## src/rtl/strob_seq.sv

```systemverilog
// strob_seq: processor-cycle strobe sequencer (PC, STROB1, optional WAIT, STROB2, GOT, KC)
// with a memory-answer timeout that raises a sticky alarm instead of hanging.
`default_nettype none

module strob_seq #(
    parameter int T_PULSE = 2,
    parameter int T_GOT   = 1,
    parameter int T_TOUT  = 64
) (
    input  logic       clk,
    input  logic       clm_n,
    input  logic       start,
    input  logic       ekc_1,
    input  logic       ekc_2,
    input  logic       mem,
    input  logic       ok,
    output logic       pc,
    output logic       strob1,
    output logic       strob2,
    output logic       got,
    output logic       kc,
    output logic       busy,
    output logic       alarm,
    output logic [2:0] phase
);

    typedef enum logic [2:0] {
        IDLE  = 3'd0,
        PC    = 3'd1,
        S1    = 3'd2,
        WAIT  = 3'd3,
        S2    = 3'd4,
        GOT   = 3'd5,
        KC    = 3'd6
    } state_t;

    localparam logic [7:0] LEN_PULSE = 8'(T_PULSE);
    localparam logic [7:0] LEN_GOT   = 8'(T_GOT);
    localparam logic [7:0] LEN_TOUT  = 8'(T_TOUT);

    state_t     state;
    state_t     nxt_state;
    logic [7:0] cnt;
    logic [7:0] nxt_cnt;
    logic       set_alarm;
    logic       last;

    // The counter holds the cycles left in the current phase, including this one.
    assign last = (cnt == 8'd1);

    always_comb begin
        nxt_state = state;
        nxt_cnt   = cnt - 8'd1;
        set_alarm = 1'b0;
        case (state)
            IDLE: begin
                nxt_cnt = 8'd0;
                if (start) begin
                    nxt_state = PC;
                    nxt_cnt   = LEN_PULSE;
                end
            end
            PC: begin
                if (last) begin
                    nxt_state = S1;
                    nxt_cnt   = LEN_PULSE;
                end
            end
            S1: begin
                if (last) begin
                    if (ekc_1) begin
                        nxt_state = KC;
                        nxt_cnt   = LEN_PULSE;
                    end else if (mem && !ok) begin
                        nxt_state = WAIT;
                        nxt_cnt   = LEN_TOUT;
                    end else begin
                        nxt_state = S2;
                        nxt_cnt   = LEN_PULSE;
                    end
                end
            end
            WAIT: begin
                if (ok || last) begin
                    nxt_state = S2;
                    nxt_cnt   = LEN_PULSE;
                    set_alarm = !ok;
                end
            end
            S2: begin
                if (last) begin
                    if (ekc_2) begin
                        nxt_state = KC;
                        nxt_cnt   = LEN_PULSE;
                    end else begin
                        nxt_state = GOT;
                        nxt_cnt   = LEN_GOT;
                    end
                end
            end
            GOT: begin
                if (last) begin
                    nxt_state = KC;
                    nxt_cnt   = LEN_PULSE;
                end
            end
            KC: begin
                if (last) begin
                    if (start) begin
                        nxt_state = PC;
                        nxt_cnt   = LEN_PULSE;
                    end else begin
                        nxt_state = IDLE;
                        nxt_cnt   = 8'd0;
                    end
                end
            end
            default: begin
                nxt_state = IDLE;
                nxt_cnt   = 8'd0;
            end
        endcase
    end

    // Strobes are registered from the next state so they line up with phase.
    always_ff @(posedge clk) begin
        if (!clm_n) begin
            state  <= IDLE;
            cnt    <= 8'd0;
            alarm  <= 1'b0;
            pc     <= 1'b0;
            strob1 <= 1'b0;
            strob2 <= 1'b0;
            got    <= 1'b0;
            kc     <= 1'b0;
            busy   <= 1'b0;
        end else begin
            state  <= nxt_state;
            cnt    <= nxt_cnt;
            alarm  <= alarm | set_alarm;
            pc     <= (nxt_state == PC);
            strob1 <= (nxt_state == S1);
            strob2 <= (nxt_state == S2);
            got    <= (nxt_state == GOT);
            kc     <= (nxt_state == KC);
            busy   <= (nxt_state != IDLE);
        end
    end

    assign phase = state;

endmodule

`default_nettype wire

```

## config.mk

```make
export PLATFORM = sky130hd
export DESIGN_NAME = strob_seq
export DESIGN_NICKNAME = d
export VERILOG_FILES = /design/src/rtl/strob_seq.sv
export SDC_FILE = /design/constraint.sdc
export NUM_CORES = 1
export LEC_CHECK = 0
export ABC_AREA = 1
export BUFFER_PORTS_ARGS = -buffer_cell sky130_fd_sc_hd__buf_2
export CORE_AREA = 2 2 63 65
export DETAILED_ROUTE_END_ITERATION = 8
export DIE_AREA = 0 0 65 67
export PLACE_DENSITY = 0.55
export RECOVER_POWER = 25
export SLEW_MARGIN = 20
export SYNTH_ARGS = -nofsm -noshare
export SYNTH_HDL_FRONTEND = slang
export SYNTH_SLANG_ARGS = --single-unit
```

## constraint.sdc

```tcl
create_clock -name clk -period 1.5 [get_ports clk]
set_clock_uncertainty 0.05 [all_clocks]
set_input_delay 0.225 -clock clk [delete_from_list [all_inputs] [get_ports clk]]
set_output_delay 0.225 -clock clk [all_outputs]
set_load 0.01 [all_outputs]
```

==> summary.txt <==
Outcome
  – Outcome: finished clean

STA
  – RSZ-0062 raised after global routing: true
  – Final hold vios: 0
  – Least-Margin Pin Slew: about 0.28 ns
  – Period utilization: between 90% and 100%
  – Fmax: between 0.6 and 0.7 GHz
  – Final min period: 1.489 ns
  – Relative slew slack: just over 80%
  – Fin. max-slew vios: 0
  – Final setup fails: 0

Pwr
  – Internal Power: about 1 mW
  – Clk pwr share: a little over a quarter
  – Part of the power in registers: between 30% and 40%
  – Leakage: a little over 0.8 nW
  – Net Sw Frac: 34.16%
  – NetSw: just over 0.5 mW
  – Final Power: approximately 1.5 mW
  – Max IR drop VDD: ~0.64 mV
  – Pwr per Cell Area: around 960 nW/µm²
  – Logic gate share of total power: 36.5%

Final layout
  – Layout cell share with drive strength beyond 1: between 40% and 50%
  – Area delta synth->final: 46.69%
  – Layout fillers: between 300 and 400
  – Final net count: 216
  – Ant diodes: 0
  – Commonest non-fill, non-tap cell in the layout: nand2_1
  – Most frequent cells in the layout: nand2_1, inv_1, buf_4, nor2_1, dfxtp_1
  – Post-Layout Inst Area: between 1500 and 2000 µm²

Worst setup path
  – CP cell instances: inv_2 -> ha_4 -> nand2_4 -> nor2_4 -> nand2_1 -> nand2_1 -> nand2_2 -> nand2_4 -> nand2_4 -> nand2_4 -> nand3_1
  – Worst EP required: ~1.6 ns
  – Crit-path max cell delay: 0.33 ns
  – Nature of the critical path endpoint: flop
  – Crit Path Class: flop to flop
  – CP arrival: 1.58 ns
  – CP dominant cell by count: nand2_4
  – CP Launch Type: flop
  – Slowest cell on the critical path: dfxtp_2
  – CP Max Fanout: 5

Placed design
  – PortBufs: 16
  – DP HPWL: slightly above 2000 µm
  – RePlAce Congestion: about 0.8
  – Placed inst area: approximately 1300 µm²

Drt
  – DR WL/cell: between 10 and 15 µm
  – Routed WL: roughly 2800 µm
  – Drt initial violations: 34
  – Via/cell ratio: 4.382
  – Antenna-violating nets left: 0
  – Via count: around 1.1k
  – Residual DRC: 0
  – 1st-pass router iterations: 4

Floorplan
  – Io pins: 17
  – Starting Density: between 20 and 30%
  – Core Region: between 3000 and 4000 µm²
  – DIE AREA: between 4000 and 5000 µm²
  – Die height: 67 µm
  – # rows: 22
  – Die width: approximately 65 µm

Global route
  – First-pass GRT wire length: around 4600 µm
  – Initial antenna violation count: 0
  – Gr usage total: ~14%
  – Grt ovf: 0
  – Vias in the first global route: between 1k and 1.5k
  – Largest net degree at the start of global routing: 11

Synthesis
  – Avg Inst Size Synth: roughly 6.4 µm²
  – Warnings, synthesis: 0
  – Synth cell types: 24
  – Yosys reg bits: 18
  – Mapped Nets: about 170
  – Sequential area share after synthesis: between 30% and 40%
  – Mapped cell area: 1059 µm²
  – Synth Instances: roughly 170

Run
  – Max-cap violations: 0

Clock network
  – Worst skew pair latency: around 0.26 ns
  – Clk buf depth: 2
  – Root Driver: clkbuf_8
  – TritonCTS buffer count: 3
  – Sink Count: 18
  – Clk slew on worst S/H paths: 0.07 ns
  – TritonCTS clock tree: built
  – CTS H-tree lvls: 1

Min path
  – Hold WC Path Type: primary input to flop
registers in the layout, indices dropped and copies added, names as in the netlist:
name,flops
cnt,8
strob1,1
kc,1
phase,3
busy,1
got,1
strob2,1
alarm,1
pc,1
layout make-up:
type                       instances  area [µm²]  area share (%)
clock buffer                       4       55.05           3.546
inverter                          29       108.9           7.010
multi-input combinational        118       726.9           46.82
sequential                        18       365.4           23.53
tap                               48       60.06           3.868
timing repair buffer              37       236.5           15.23
layer usage:
layer | part of all wire, % | GRT usage, % | wire length, µm
met1 | 43 | 15.56 | 1192
met2 | 53 | 25.00 | 1477
met4 | 1.2 | 4.521 | 34
met3 | 3.4 | 3.041 | 94
met5 | 0 | 0 | 0
worst max-delay path, delay by kind of cell (launching register included):
| family | cells | cell delay [ns] |
|---|---|---|
| adder cells (fa/ha/maj) | 1 | 0.15 |
| buffers and inverters | 1 | 0.07 |
| AND/OR/NAND/NOR | 9 | 0.78 |
| flip-flops | 1 | 0.33 |
kinds of logic (layout without fill, tap and decap cells):
logic type	Yosys count	after routing	synth area share (%)
and+or+nand+nor	100	101	43.26
DFF	18	18	34.04
buffers and inverters	30	70	11.35
adders and majority gates	2	2	2.364
AOI/OAI and AO/OA	11	11	5.673
xor gates and xnor gates	4	4	3.310
Yosys cell counts:
| master | count | share of area, % |
|---|---|---|
| xor2_1 | 3 | 2.5 |
| ha_1 | 2 | 2.4 |
| dfxtp_1 | 18 | 34 |
| o21ai_1 | 1 | 0.47 |
| inv_1 | 26 | 9.2 |
| nand3_2 | 2 | 1.9 |
| o21ai_0 | 3 | 1.4 |
| buf_6 | 1 | 1.1 |
| clkinv_1 | 1 | 0.35 |
| o21bai_1 | 1 | 0.71 |
| nand3_1 | 17 | 8.0 |
| nand2_1 | 41 | 15 |
| nand4_1 | 2 | 1.2 |
| a21oi_1 | 4 | 1.9 |
| xnor2_1 | 1 | 0.83 |
| nand2_2 | 7 | 4.1 |
| nand3b_1 | 1 | 0.71 |
| nor2_4 | 1 | 1.1 |
| nor2_2 | 3 | 1.8 |
| nor2_1 | 24 | 8.5 |
| nor3_2 | 1 | 0.95 |
| o22ai_1 | 2 | 1.2 |
| nor3_1 | 1 | 0.47 |
| inv_2 | 2 | 0.71 |
power groups by stage:
stage | sequential [mW] | combinational [mW] | clock [mW]
after floorplan | 0.559 | 0.271 | 0
after global placement | 0.549 | 0.436 | 0
after detailed placement | 0.549 | 0.432 | 0
after CTS | 0.538 | 0.453 | 0.416
after global routing | 0.548 | 0.600 | 0.434
final | 0.544 | 0.543 | 0.399
metrics by stage:
step	setup WS [ns]	util [%]	hold slack, ns	setup TNS, ns	instances
after floorplan	0.05013	-	0.2914	0	165
final	0.01136	43.06	0.2205	0	254
after global placement	-0.09846	36.88	0.4137	-0.3844	247
after detailed placement	-0.07322	36.88	0.4130	-0.2987	247
after CTS	0.001024	39.07	0.2217	0	254
after global routing	-0.07797	43.06	0.2158	-0.4250	254
final timing paths:
path	start	end	slack, ns	cells past startpoint
hold reg to reg	alarm	alarm	0.43	2
setup / recovery	cnt[1]	busy	0.01	11
hold / removal	clm_n	phase[0]	0.22	3
setup reg to reg	cnt[1]	busy	0.01	11
repair_timing:
| action | CTS | global route |
|---|---|---|
| cloned | 1 | 0 |
| gates resized for setup | 1 | 41 |
| hold buffers | 0 | 0 |
| setup buffers | 2 | 1 |
| setup endpoints to repair | 8 | 11 |
| pin swaps | 3 | 16 |
(Power assumes the default switching activity.)
